$ cat config.mk
export PLATFORM = sky130hd
export DESIGN_NAME = multiplier_arbiter_flat
export DESIGN_NICKNAME = d
export VERILOG_FILES = /design/src/rtl/multiplier_arbiter_if.sv /design/src/rtl/multiplier_arbiter.sv /design/src/flat_wrapper.sv
export SDC_FILE = /design/constraint.sdc
export NUM_CORES = 1
export LEC_CHECK = 0
export BUFFER_PORTS_ARGS = -buffer_cell sky130_fd_sc_hd__buf_2
export CORE_UTILIZATION = 54
export CTS_CLUSTER_DIAMETER = 200
export CTS_CLUSTER_SIZE = 8
export DETAILED_ROUTE_END_ITERATION = 8
export GPL_TIMING_DRIVEN = 0
export PLACE_DENSITY_LB_ADDON = 0.2
export SYNTH_ARGS = -nofsm -noshare
export SYNTH_HDL_FRONTEND = slang
export SYNTH_SLANG_ARGS = --single-unit
$ cat constraint.sdc
create_clock -name i_clock -period 2.8 [get_ports i_clock]
set_input_delay 0.56 -clock i_clock [delete_from_list [all_inputs] [get_ports i_clock]]
set_output_delay 0.56 -clock i_clock [all_outputs]
set_load 0.05 [all_outputs]
$ cat src/rtl/multiplier_arbiter_if.sv
// Purpose: bundles the client request/grant/done bus and the shared multiplier link.
// Latency: none (wiring only).
// Backpressure: clients hold i_request and operands until they see o_grant.
interface multiplier_arbiter_if #(
    parameter int N = 4,
    parameter int R = 4
);
    logic [R-1:0]   i_request;
    logic [R*N-1:0] i_multiplicand;
    logic [R*N-1:0] i_multiplier;
    logic [R-1:0]   o_grant;
    logic [R-1:0]   o_done;
    logic [2*N-1:0] o_product;
    logic           o_error;
    logic           o_busy;
    logic           o_mul_start;
    logic [N-1:0]   o_mul_multiplicand;
    logic [N-1:0]   o_mul_multiplier;
    logic           i_mul_finished;
    logic [2*N-1:0] i_mul_product;

    // Arbiter side: consumes requests and the multiplier result, drives everything else.
    modport slave (
        input  i_request, i_multiplicand, i_multiplier, i_mul_finished, i_mul_product,
        output o_grant, o_done, o_product, o_error, o_busy,
        output o_mul_start, o_mul_multiplicand, o_mul_multiplier
    );

    // Environment side: the clients plus the multiplier instance.
    modport master (
        output i_request, i_multiplicand, i_multiplier, i_mul_finished, i_mul_product,
        input  o_grant, o_done, o_product, o_error, o_busy,
        input  o_mul_start, o_mul_multiplicand, o_mul_multiplier
    );
endinterface

$ cat src/rtl/multiplier_arbiter.sv
// Purpose: round-robin share of one sequential multiplier between R requesters.
// Latency: grant -> start 1 cycle, grant -> done >= 4 cycles; timeout aborts with o_error.
// Backpressure: requests are only sampled in IDLE; pending requests wait, never dropped.
module multiplier_arbiter #(
    parameter int N       = 4,
    parameter int R       = 4,
    parameter int TIMEOUT = 64
) (
    input  logic                 i_clock,
    input  logic                 i_reset,
    multiplier_arbiter_if.slave  bus
);
    localparam int PW = (R > 1) ? $clog2(R) : 1;
    localparam int CW = (TIMEOUT > 1) ? $clog2(TIMEOUT + 1) : 1;

    typedef enum logic [1:0] {S_IDLE, S_START, S_WAIT, S_DONE} state_t;

    state_t          state_q,   state_d;
    logic [PW-1:0]   ptr_q,     ptr_d;
    logic [PW-1:0]   owner_q,   owner_d;
    logic [CW-1:0]   cnt_q,     cnt_d;
    logic [N-1:0]    mcand_q,   mcand_d;
    logic [N-1:0]    mplier_q,  mplier_d;
    logic [2*N-1:0]  res_q,     res_d;
    logic            res_err_q, res_err_d;
    logic [R-1:0]    grant_q,   grant_d;
    logic            start_q,   start_d;
    logic [R-1:0]    done_q,    done_d;
    logic [2*N-1:0]  product_q, product_d;
    logic            error_q,   error_d;
    logic            busy_q,    busy_d;

    logic            found;
    logic [PW-1:0]   pick;

    // Round-robin search: first requesting index starting at ptr, wrapping past R-1.
    always_comb begin
        found = 1'b0;
        pick  = '0;
        for (int i = 0; i < R; i++) begin
            int j;
            j = int'(ptr_q) + i;
            if (j >= R) begin
                j = j - R;
            end
            if (!found && bus.i_request[j]) begin
                found = 1'b1;
                pick  = PW'(j);
            end
        end
    end

    // Next-state logic. Pulse outputs are computed from the current state and
    // registered, so each appears on the bus one cycle after its decision.
    always_comb begin
        state_d   = state_q;
        ptr_d     = ptr_q;
        owner_d   = owner_q;
        cnt_d     = cnt_q;
        mcand_d   = mcand_q;
        mplier_d  = mplier_q;
        res_d     = res_q;
        res_err_d = res_err_q;
        grant_d   = '0;
        start_d   = 1'b0;
        done_d    = '0;
        product_d = '0;
        error_d   = 1'b0;
        case (state_q)
            S_IDLE: begin
                if (found) begin
                    owner_d  = pick;
                    mcand_d  = bus.i_multiplicand[int'(pick)*N +: N];
                    mplier_d = bus.i_multiplier[int'(pick)*N +: N];
                    grant_d  = R'(1) << pick;
                    state_d  = S_START;
                end
            end
            S_START: begin
                start_d = 1'b1;
                cnt_d   = '0;
                state_d = S_WAIT;
            end
            S_WAIT: begin
                if (cnt_q != '1) begin
                    cnt_d = cnt_q + 1'b1;
                end
                // cnt_q == 0 marks the first WAIT cycle, where the finished flag
                // may still be left over from the previous operation.
                if (cnt_q != '0 && bus.i_mul_finished) begin
                    res_d     = bus.i_mul_product;
                    res_err_d = 1'b0;
                    state_d   = S_DONE;
                end else if (TIMEOUT != 0 && cnt_q == CW'(TIMEOUT)) begin
                    res_d     = '0;
                    res_err_d = 1'b1;
                    state_d   = S_DONE;
                end
            end
            S_DONE: begin
                done_d    = R'(1) << owner_q;
                product_d = res_q;
                error_d   = res_err_q;
                ptr_d     = (owner_q == PW'(R - 1)) ? '0 : owner_q + 1'b1;
                state_d   = S_IDLE;
            end
            default: begin
                state_d = S_IDLE;
            end
        endcase
        // Busy tracks the FSM state itself (high from the grant cycle through DONE).
        busy_d = (state_d != S_IDLE);
    end

    // State and registered outputs; asynchronous reset clears everything.
    always_ff @(posedge i_clock or posedge i_reset) begin
        if (i_reset) begin
            state_q   <= S_IDLE;
            ptr_q     <= '0;
            owner_q   <= '0;
            cnt_q     <= '0;
            mcand_q   <= '0;
            mplier_q  <= '0;
            res_q     <= '0;
            res_err_q <= 1'b0;
            grant_q   <= '0;
            start_q   <= 1'b0;
            done_q    <= '0;
            product_q <= '0;
            error_q   <= 1'b0;
            busy_q    <= 1'b0;
        end else begin
            state_q   <= state_d;
            ptr_q     <= ptr_d;
            owner_q   <= owner_d;
            cnt_q     <= cnt_d;
            mcand_q   <= mcand_d;
            mplier_q  <= mplier_d;
            res_q     <= res_d;
            res_err_q <= res_err_d;
            grant_q   <= grant_d;
            start_q   <= start_d;
            done_q    <= done_d;
            product_q <= product_d;
            error_q   <= error_d;
            busy_q    <= busy_d;
        end
    end

    assign bus.o_grant            = grant_q;
    assign bus.o_done             = done_q;
    assign bus.o_product          = product_q;
    assign bus.o_error            = error_q;
    assign bus.o_busy             = busy_q;
    assign bus.o_mul_start        = start_q;
    assign bus.o_mul_multiplicand = mcand_q;
    assign bus.o_mul_multiplier   = mplier_q;
endmodule

$ cat src/flat_wrapper.sv
// flat-port wrapper written by rule: the top's interface ports become plain ports
module multiplier_arbiter_flat 
#(
    parameter int N       = 4,
    parameter int R       = 4,
    parameter int TIMEOUT = 64
)
  (i_clock, i_reset, bus_i_request, bus_i_multiplicand, bus_i_multiplier, bus_i_mul_finished, bus_i_mul_product, bus_o_grant, bus_o_done, bus_o_product, bus_o_error, bus_o_busy, bus_o_mul_start, bus_o_mul_multiplicand, bus_o_mul_multiplier);
  multiplier_arbiter_if #(.N(N), .R(R)) bus_i ();
  input  logic i_clock;
  input  logic i_reset;
  input wire logic [$bits(bus_i.i_request)-1:0] bus_i_request;
  input wire logic [$bits(bus_i.i_multiplicand)-1:0] bus_i_multiplicand;
  input wire logic [$bits(bus_i.i_multiplier)-1:0] bus_i_multiplier;
  input wire logic [$bits(bus_i.i_mul_finished)-1:0] bus_i_mul_finished;
  input wire logic [$bits(bus_i.i_mul_product)-1:0] bus_i_mul_product;
  output wire logic [$bits(bus_i.o_grant)-1:0] bus_o_grant;
  output wire logic [$bits(bus_i.o_done)-1:0] bus_o_done;
  output wire logic [$bits(bus_i.o_product)-1:0] bus_o_product;
  output wire logic [$bits(bus_i.o_error)-1:0] bus_o_error;
  output wire logic [$bits(bus_i.o_busy)-1:0] bus_o_busy;
  output wire logic [$bits(bus_i.o_mul_start)-1:0] bus_o_mul_start;
  output wire logic [$bits(bus_i.o_mul_multiplicand)-1:0] bus_o_mul_multiplicand;
  output wire logic [$bits(bus_i.o_mul_multiplier)-1:0] bus_o_mul_multiplier;
  assign bus_i.i_request = bus_i_request;
  assign bus_i.i_multiplicand = bus_i_multiplicand;
  assign bus_i.i_multiplier = bus_i_multiplier;
  assign bus_i.i_mul_finished = bus_i_mul_finished;
  assign bus_i.i_mul_product = bus_i_mul_product;
  assign bus_o_grant = bus_i.o_grant;
  assign bus_o_done = bus_i.o_done;
  assign bus_o_product = bus_i.o_product;
  assign bus_o_error = bus_i.o_error;
  assign bus_o_busy = bus_i.o_busy;
  assign bus_o_mul_start = bus_i.o_mul_start;
  assign bus_o_mul_multiplicand = bus_i.o_mul_multiplicand;
  assign bus_o_mul_multiplier = bus_i.o_mul_multiplier;
  multiplier_arbiter #(.N(N), .R(R), .TIMEOUT(TIMEOUT)) u_core (.i_clock(i_clock), .i_reset(i_reset), .bus(bus_i));
endmodule
# --- After elaboration in Yosys (flattened, before gate mapping) ---
# Cells that the tools add are included.
word_totals:
  n_memories: 0
  output_inout_bits: 27
  mem_bits_rw: 0
  latch_bits: 0
  elab_cells: 98
  mem_bits_ro: 0
  inputBits: 47
  ff_bits: 49
op_classes:
  n_div: 0
  magnitude_cmp: 8
  multipliers: 0
  n_bitwise: 0
  n_eq_ne: 7
  add_sub_neg: 9
  n_shift: 4
  n_mux: 41
  reduce_logical: 15
op_table:
  columns: ["op", "n"]
  rows:
  - ["< comparator 32 x 4 -> 1 bit, second input constant", 4]
  - ["two-way mux 32 bit", 4]
  - [">= comparator 32 x 4 -> 1 bit, second input constant", 3]
  - ["subtractor 32 x 4 -> 32 bit, second input constant", 3]
  - ["indexed part select 16 x 5 -> 4 bit", 2]
  - ["two-way mux 8 bit", 3]
  - ["two-way mux 1 bit", 16]
  - ["two-way mux 2 bit", 8]
  - ["one-hot mux 7 bit (2 select lines)", 1]
  - ["two-way mux 4 bit", 3]
  - ["binary-select mux 1 bit (select 2 bit)", 4]
  - ["one-hot mux 2 bit (4 select lines)", 1]
  - ["left shift 1 x 2 -> 4 bit, first input constant", 2]
  - ["adder 7 x 1 -> 7 bit, second input constant", 1]
  - ["== test 7 bit, second input constant", 1]
  - ["two-way mux 7 bit", 1]
  - ["!= test 7 bit, second input constant", 1]
  - ["nonzero test 7 bit", 1]
  - ["adder 2 x 2 -> 3 bit, second input constant", 2]
  - ["== test 2 bit, second input constant", 3]
  - ["AND reduction 2 bit", 3]
  - ["nonzero test 2 bit", 3]
  - ["logical AND 1 bit", 4]
  - ["subtractor 2 x 3 -> 4 bit, second input constant", 1]
  - ["other kinds (7)", 9]

# --- Longest topological paths before layout ---
logic_depth:
  depth_word: 18
  depth_mapped: 7
  ltp_nobuf: 7

# --- Worst setup path before layout ---
# Ideal clock, no wire load.
synth_timing:
  path_kind: "input to register"
  from: "input port bus_i_request[0]"
  to: "register u_core.mplier_q[1], in the netlist u_core.bus.o_mul_multiplier[1]"
  t_arrival_ps: 1654
  slack_ps: 1023
  cell_stages: 5
  n_path_buf: 0
  path_cell_list: "nor2b_2 -> a21oi_2 -> o221ai_4 -> mux2_2 -> o221a_1"
synth_between:
  elab_chain_len: 14
synth_lines:
  columns: ["item", "line", "text"]
  rows:
  - ["start, declared", "flat_wrapper.sv:12", "input wire logic [$bits(bus_i.i_request)-1:0] bus_i_request;"]
  - ["binary-select mux 1 bit (select 2 bit)", "multiplier_arbiter.sv:46", "if (!found && bus.i_request[j]) begin"]
  - ["two-way mux 1 bit (implied by the code) (2 in series)", "multiplier_arbiter.sv:46", null]
  - ["two-way mux 1 bit", "multiplier_arbiter.sv:46", null]
  - ["logical NOT 1 bit", "multiplier_arbiter.sv:46", null]
  - ["logical AND 1 bit", "multiplier_arbiter.sv:46", null]
  - ["two-way mux 1 bit", "multiplier_arbiter.sv:46", null]
  - ["logical NOT 1 bit", "multiplier_arbiter.sv:46", null]
  - ["logical AND 1 bit", "multiplier_arbiter.sv:46", null]
  - ["two-way mux 1 bit", "multiplier_arbiter.sv:46", null]
  - ["logical NOT 1 bit", "multiplier_arbiter.sv:46", null]
  - ["logical AND 1 bit", "multiplier_arbiter.sv:46", null]
  - ["two-way mux 2 bit / two-way mux 1 bit (equally long branches)", "multiplier_arbiter.sv:46", null]
  - ["indexed part select 16 x 5 -> 4 bit / AND reduction 2 bit (equally long branches)", null, null]
  - ["end signal, assigned", "multiplier_arbiter.sv:138", "mplier_q <= mplier_d;"]
  - ["end, declared", "multiplier_arbiter.sv:23", "logic [N-1:0] mplier_q, mplier_d;"]
# Parallel ways exist; a longest one is shown, timed or not. The select of a mux whose other input is x is not followed.
# A chain may end at the register's enable or synchronous reset.

# --- Worst setup path after layout ---
layout_timing:
  from: "register u_core.cnt_q[0]"
  to: "register u_core.res_q[3]"
layout_between:
  elab_chain_len: 4
layout_lines:
  columns: ["item", "line", "text"]
  rows:
  - ["start, declared", "multiplier_arbiter.sv:21", "logic [CW-1:0] cnt_q, cnt_d;"]
  - ["start signal, assigned", "multiplier_arbiter.sv:136", "cnt_q <= cnt_d;"]
  - ["nonzero test 7 bit", "multiplier_arbiter.sv:90", "if (cnt_q != '0 && bus.i_mul_finished) begin"]
  - ["logical AND 1 bit", "multiplier_arbiter.sv:90", null]
  - ["nonzero test 2 bit (no line)", null, null]
  - ["AND reduction 2 bit (no line)", null, null]
  - ["end signal, assigned", "multiplier_arbiter.sv:139", "res_q <= res_d;"]
  - ["end, declared", "multiplier_arbiter.sv:24", "logic [2*N-1:0] res_q, res_d;"]
# Parallel ways exist; a longest one is shown, timed or not.

==> flow_summary_export.csv <==
group,metric,value,unit
worst_setup_path,worstRegToRegCells,7,
yosys,synth_top_family_by_area,"compound AO/OA/AOI/OAI gates",
timing,drv_slew,0,
power,netSwitchingPower,1.40,mW
timing,fin_crit_sh,0.693,
global_route,grt_pass1_wl,7.26,mm
layout,fillers,305,
layout,nNetsFinal,333,
layout,layout.cells.most_common_list,"75 x buf_2, 49 x dfrtp_1, 15 x mux2i_1, 15 x and2_1, 13 x nand2_1",
yosys,synthMuxAreaShare,0.0874,
die,io_pins,74,
clock_tree,holdBufCountCts,0,
power,switching_share,0.437,
worst_setup_path,critPathRequiredTime,2.99,ns
worst_setup_path,r2r_slack,0.86,ns
yosys,seq_area_frac_synth,0.539,
detailed_routing,drt_first_pass_iters,4,
detailed_routing,wl,4.44,mm
die,start_util,0.565,
global_route,grt-ovfl-total,0,
worst_setup_path,critPathCaptureType,"register",
status,status,"finished, final reports clean",
die,rows,23,
timing,hold_viol_final,0,
yosys,synth.top_cell.area_share,0.539,
yosys,yosysWarnings,0,
worst_setup_path,reg2reg_from,"u_core.cnt_q[0]",
layout,drive_gt1_frac,0.350,
worst_setup_path,path_class,"reg -> reg",
placement,routabilityCongestion,0.797,
detailed_routing,wl_per_cell,13.6,um
detailed_routing,ant_nets,0,
worst_setup_path,crit_buf_inv,1,
worst_setup_path,max_stage_delay,0.43,ns
power,p_clk_frac,0.163,
clock_tree,numCtsBuffers,5,
global_route,first_global_vias,1634,
global_route,antenna_found_initial,0,
job,drv_cap,0,
layout,layout_commonest_cell,"buf_2",
worst_setup_path,crit_family,"simple AND/OR/NAND/NOR gates",
power,power_frac_comb,0.480,
clock_tree,cts_setup_buffers,0,
detailed_routing,route.detailed.drc,0,
detailed_routing,vias_per_cell,5.31,
hold_path,hold_path.class,"in -> async",
yosys,netlist.top_cell.by_area,"dfrtp_1",
clock_tree,cts_tree,"yes",
yosys,syn_area_per_cell,11.7,um2
yosys,synthCells,195,
die,dieHeight,66.9,um
clock_tree,clk_path_buf_depth,2,
worst_setup_path,reg2reg_to,"u_core.res_q[3]",
die,die_x,66.9,um
yosys,synth-xor-area-share,0,
timing,tns,0,ns
worst_setup_path,cp_data_arrival_time,2.13,ns
clock_tree,clkLatencyLatePin,0.31,ns
layout,finalNonFillerCells,327,
yosys,synth-seq-cells,49,
power,seqPwrFrac,0.357,
placement,dp_cells,319,
clock_tree,cts-htree-levels,2,
power,internal_power,1.80,mW
timing,rsz0062_at_grt,"no",
die,core-area,4030,um2
yosys,synth-simple-area-share,0.140,
global_route,grt_max_degree,42,
global_route,grt_use_total,0.220,
layout,diodes,0,
power,pwr_density_cell,1120,nW/um2
timing,final.setup_skew,0.00648,ns
worst_setup_path,crit_chain,"inv_1 -> ha_1 -> nand2b_1 -> nor4_2 -> mux2i_1 -> nand2_1 -> a22o_1",
worst_setup_path,cp_max_fo,8,
yosys,syn_area,2280,um2
clock_tree,cts_resized,0,
yosys,synth_compound_area_frac,0.146,
timing,layout_min_cycle_time,1.94,ns
die,dieArea,4480,um2
clock_tree,clock-sinks,49,
yosys,synth.distinct_cells,39,
timing,slew_headroom,0.647,
detailed_routing,vias,1738,
worst_setup_path,slowest_stage,"dfrtp_1",
clock_tree,clk_pin_slew_worst_paths,0.09,ns
timing,worst_pin_slew,0.527,ns
clock_tree,cts-root-buf,"clkbuf_8",
placement,io_buffer_count,73,
placement,detailed_place_hpwl,3.31,mm
yosys,synth_fp_nets,252,
yosys,synth_area_leaders,"dfrtp_1 54%, mux2i_1 6.6%, ha_1 5.5%",
timing,fmax,0.516,GHz
detailed_routing,drt_iter0_markers,75,
layout,syn_to_final_growth,24.8,%
yosys,synthAdderAreaFrac,0.0550,
power,p_leak,1.51,nW
timing,setup_violations,0,
power,peakVddDrop,0.655,mV
worst_setup_path,start_kind,"register",
-- synth_stat cells --
cell type / count
nor2_1: 10
nand2_1: 13
inv_2: 1
a21o_1: 1
ha_1: 10
o221ai_1: 7
mux2_4: 1
and2_1: 15
a21oi_1: 3
o41ai_2: 1
nand4_1: 1
o22ai_1: 1
clkbuf_1: 3
dfrtp_1: 49
a21oi_2: 1
and4_1: 1
nor3_1: 1
mux2i_1: 15
inv_1: 10
a31oi_1: 6
a22o_1: 9
a211oi_1: 1
o221a_1: 1
and3_1: 4
or2_1: 1
nand2b_1: 4
nor2b_1: 3
buf_2: 2
nand3b_1: 1
nand3_1: 3
o21ai_0: 6
nor4_2: 1
o21ai_2: 1
o221ai_4: 1
nor2b_2: 1
mux2_2: 3
a21bo_2: 1
buf_6: 1
a21boi_1: 1
-- power by group through the flow --
stage	clock network (mW)	registers (mW)	logic, mW
final	0.519	1.14	1.53
after global routing	0.554	1.17	1.66
after CTS	0.528	1.14	1.55
after detailed placement	0	1.15	1.54
after global placement	0	1.14	1.49
after floorplan	0	1.55	0.754
-- worst max-delay path by stage --
stage	cells after the start	slack, ns	start	endpoint
finish	7	0.86	u_core.cnt_q[0]	u_core.res_q[3]
global route	7	0.72	u_core.cnt_q[0]	u_core.res_q[3]
CTS	7	0.87	u_core.cnt_q[0]	u_core.res_q[3]
detailed placement	7	0.77	bus_i_request[0]	u_core.bus.o_mul_multiplicand[2]
global placement	2	0.48	i_reset	u_core.cnt_q[3]
floorplan	5	1.02	bus_i_request[0]	u_core.bus.o_mul_multiplier[1]
-- routing by layer --
layer	GRT usage	part of all wire	vias up
met5	0	0	-
met1	0.276	0.44	824
met4	0.0984	0.018	0
met3	0.0411	0.050	9
li1	-	-	852
met2	0.366	0.49	53
-- cell type report --
cell class | instances | area, um2 | area share
Inverter | 11 | 41.3 | 0.0145
Tap cell | 50 | 62.6 | 0.0220
Multi-Input combinational cell | 129 | 976 | 0.344
Clock inverter | 1 | 30.0 | 0.0106
Timing Repair Buffer | 74 | 385 | 0.136
Buffer | 6 | 32.5 | 0.0115
Clock buffer | 7 | 86.3 | 0.0304
Sequential cell | 49 | 1230 | 0.432
-- flip-flops by register name (all words and copies together), names as in the netlist --
name,flops
u_core.bus.o_product,8
u_core.res_q,8
u_core.cnt_q,7
u_core.bus.o_done,4
u_core.bus.o_grant,4
u_core.bus.o_mul_multiplicand,4
u_core.bus.o_mul_multiplier,4
u_core.owner_q,2
u_core.ptr_q,2
u_core.state_q,2
u_core.bus.o_busy,1
u_core.bus.o_error,1
u_core.bus.o_mul_start,1
u_core.res_err_q,1
-- metrics by stage --
step / hold slack (ns) / area, um2 / setup slack, ns / power (mW) / utilization
floorplan: 0.454 / 2280 / 1.02 / 2.31 / -
global placement: 0.460 / 2700 / 0.477 / 2.63 / 0.671
detailed placement: 0.471 / 2720 / 0.774 / 2.69 / 0.676
CTS: 0.159 / 2840 / 0.867 / 3.21 / 0.705
global route: 0.172 / 2840 / 0.723 / 3.39 / 0.705
finish: 0.156 / 2840 / 0.861 / 3.19 / 0.705
-- logic make-up (layout without fill, tap and decap cells) --
logic type	count (synthesis)	after routing
buf+inv	17	99
simple gates	59	59
flops	49	49
compound gates	41	41
mux	19	19
fa+ha+maj	10	10
Power figures use the tool's default switching activity.
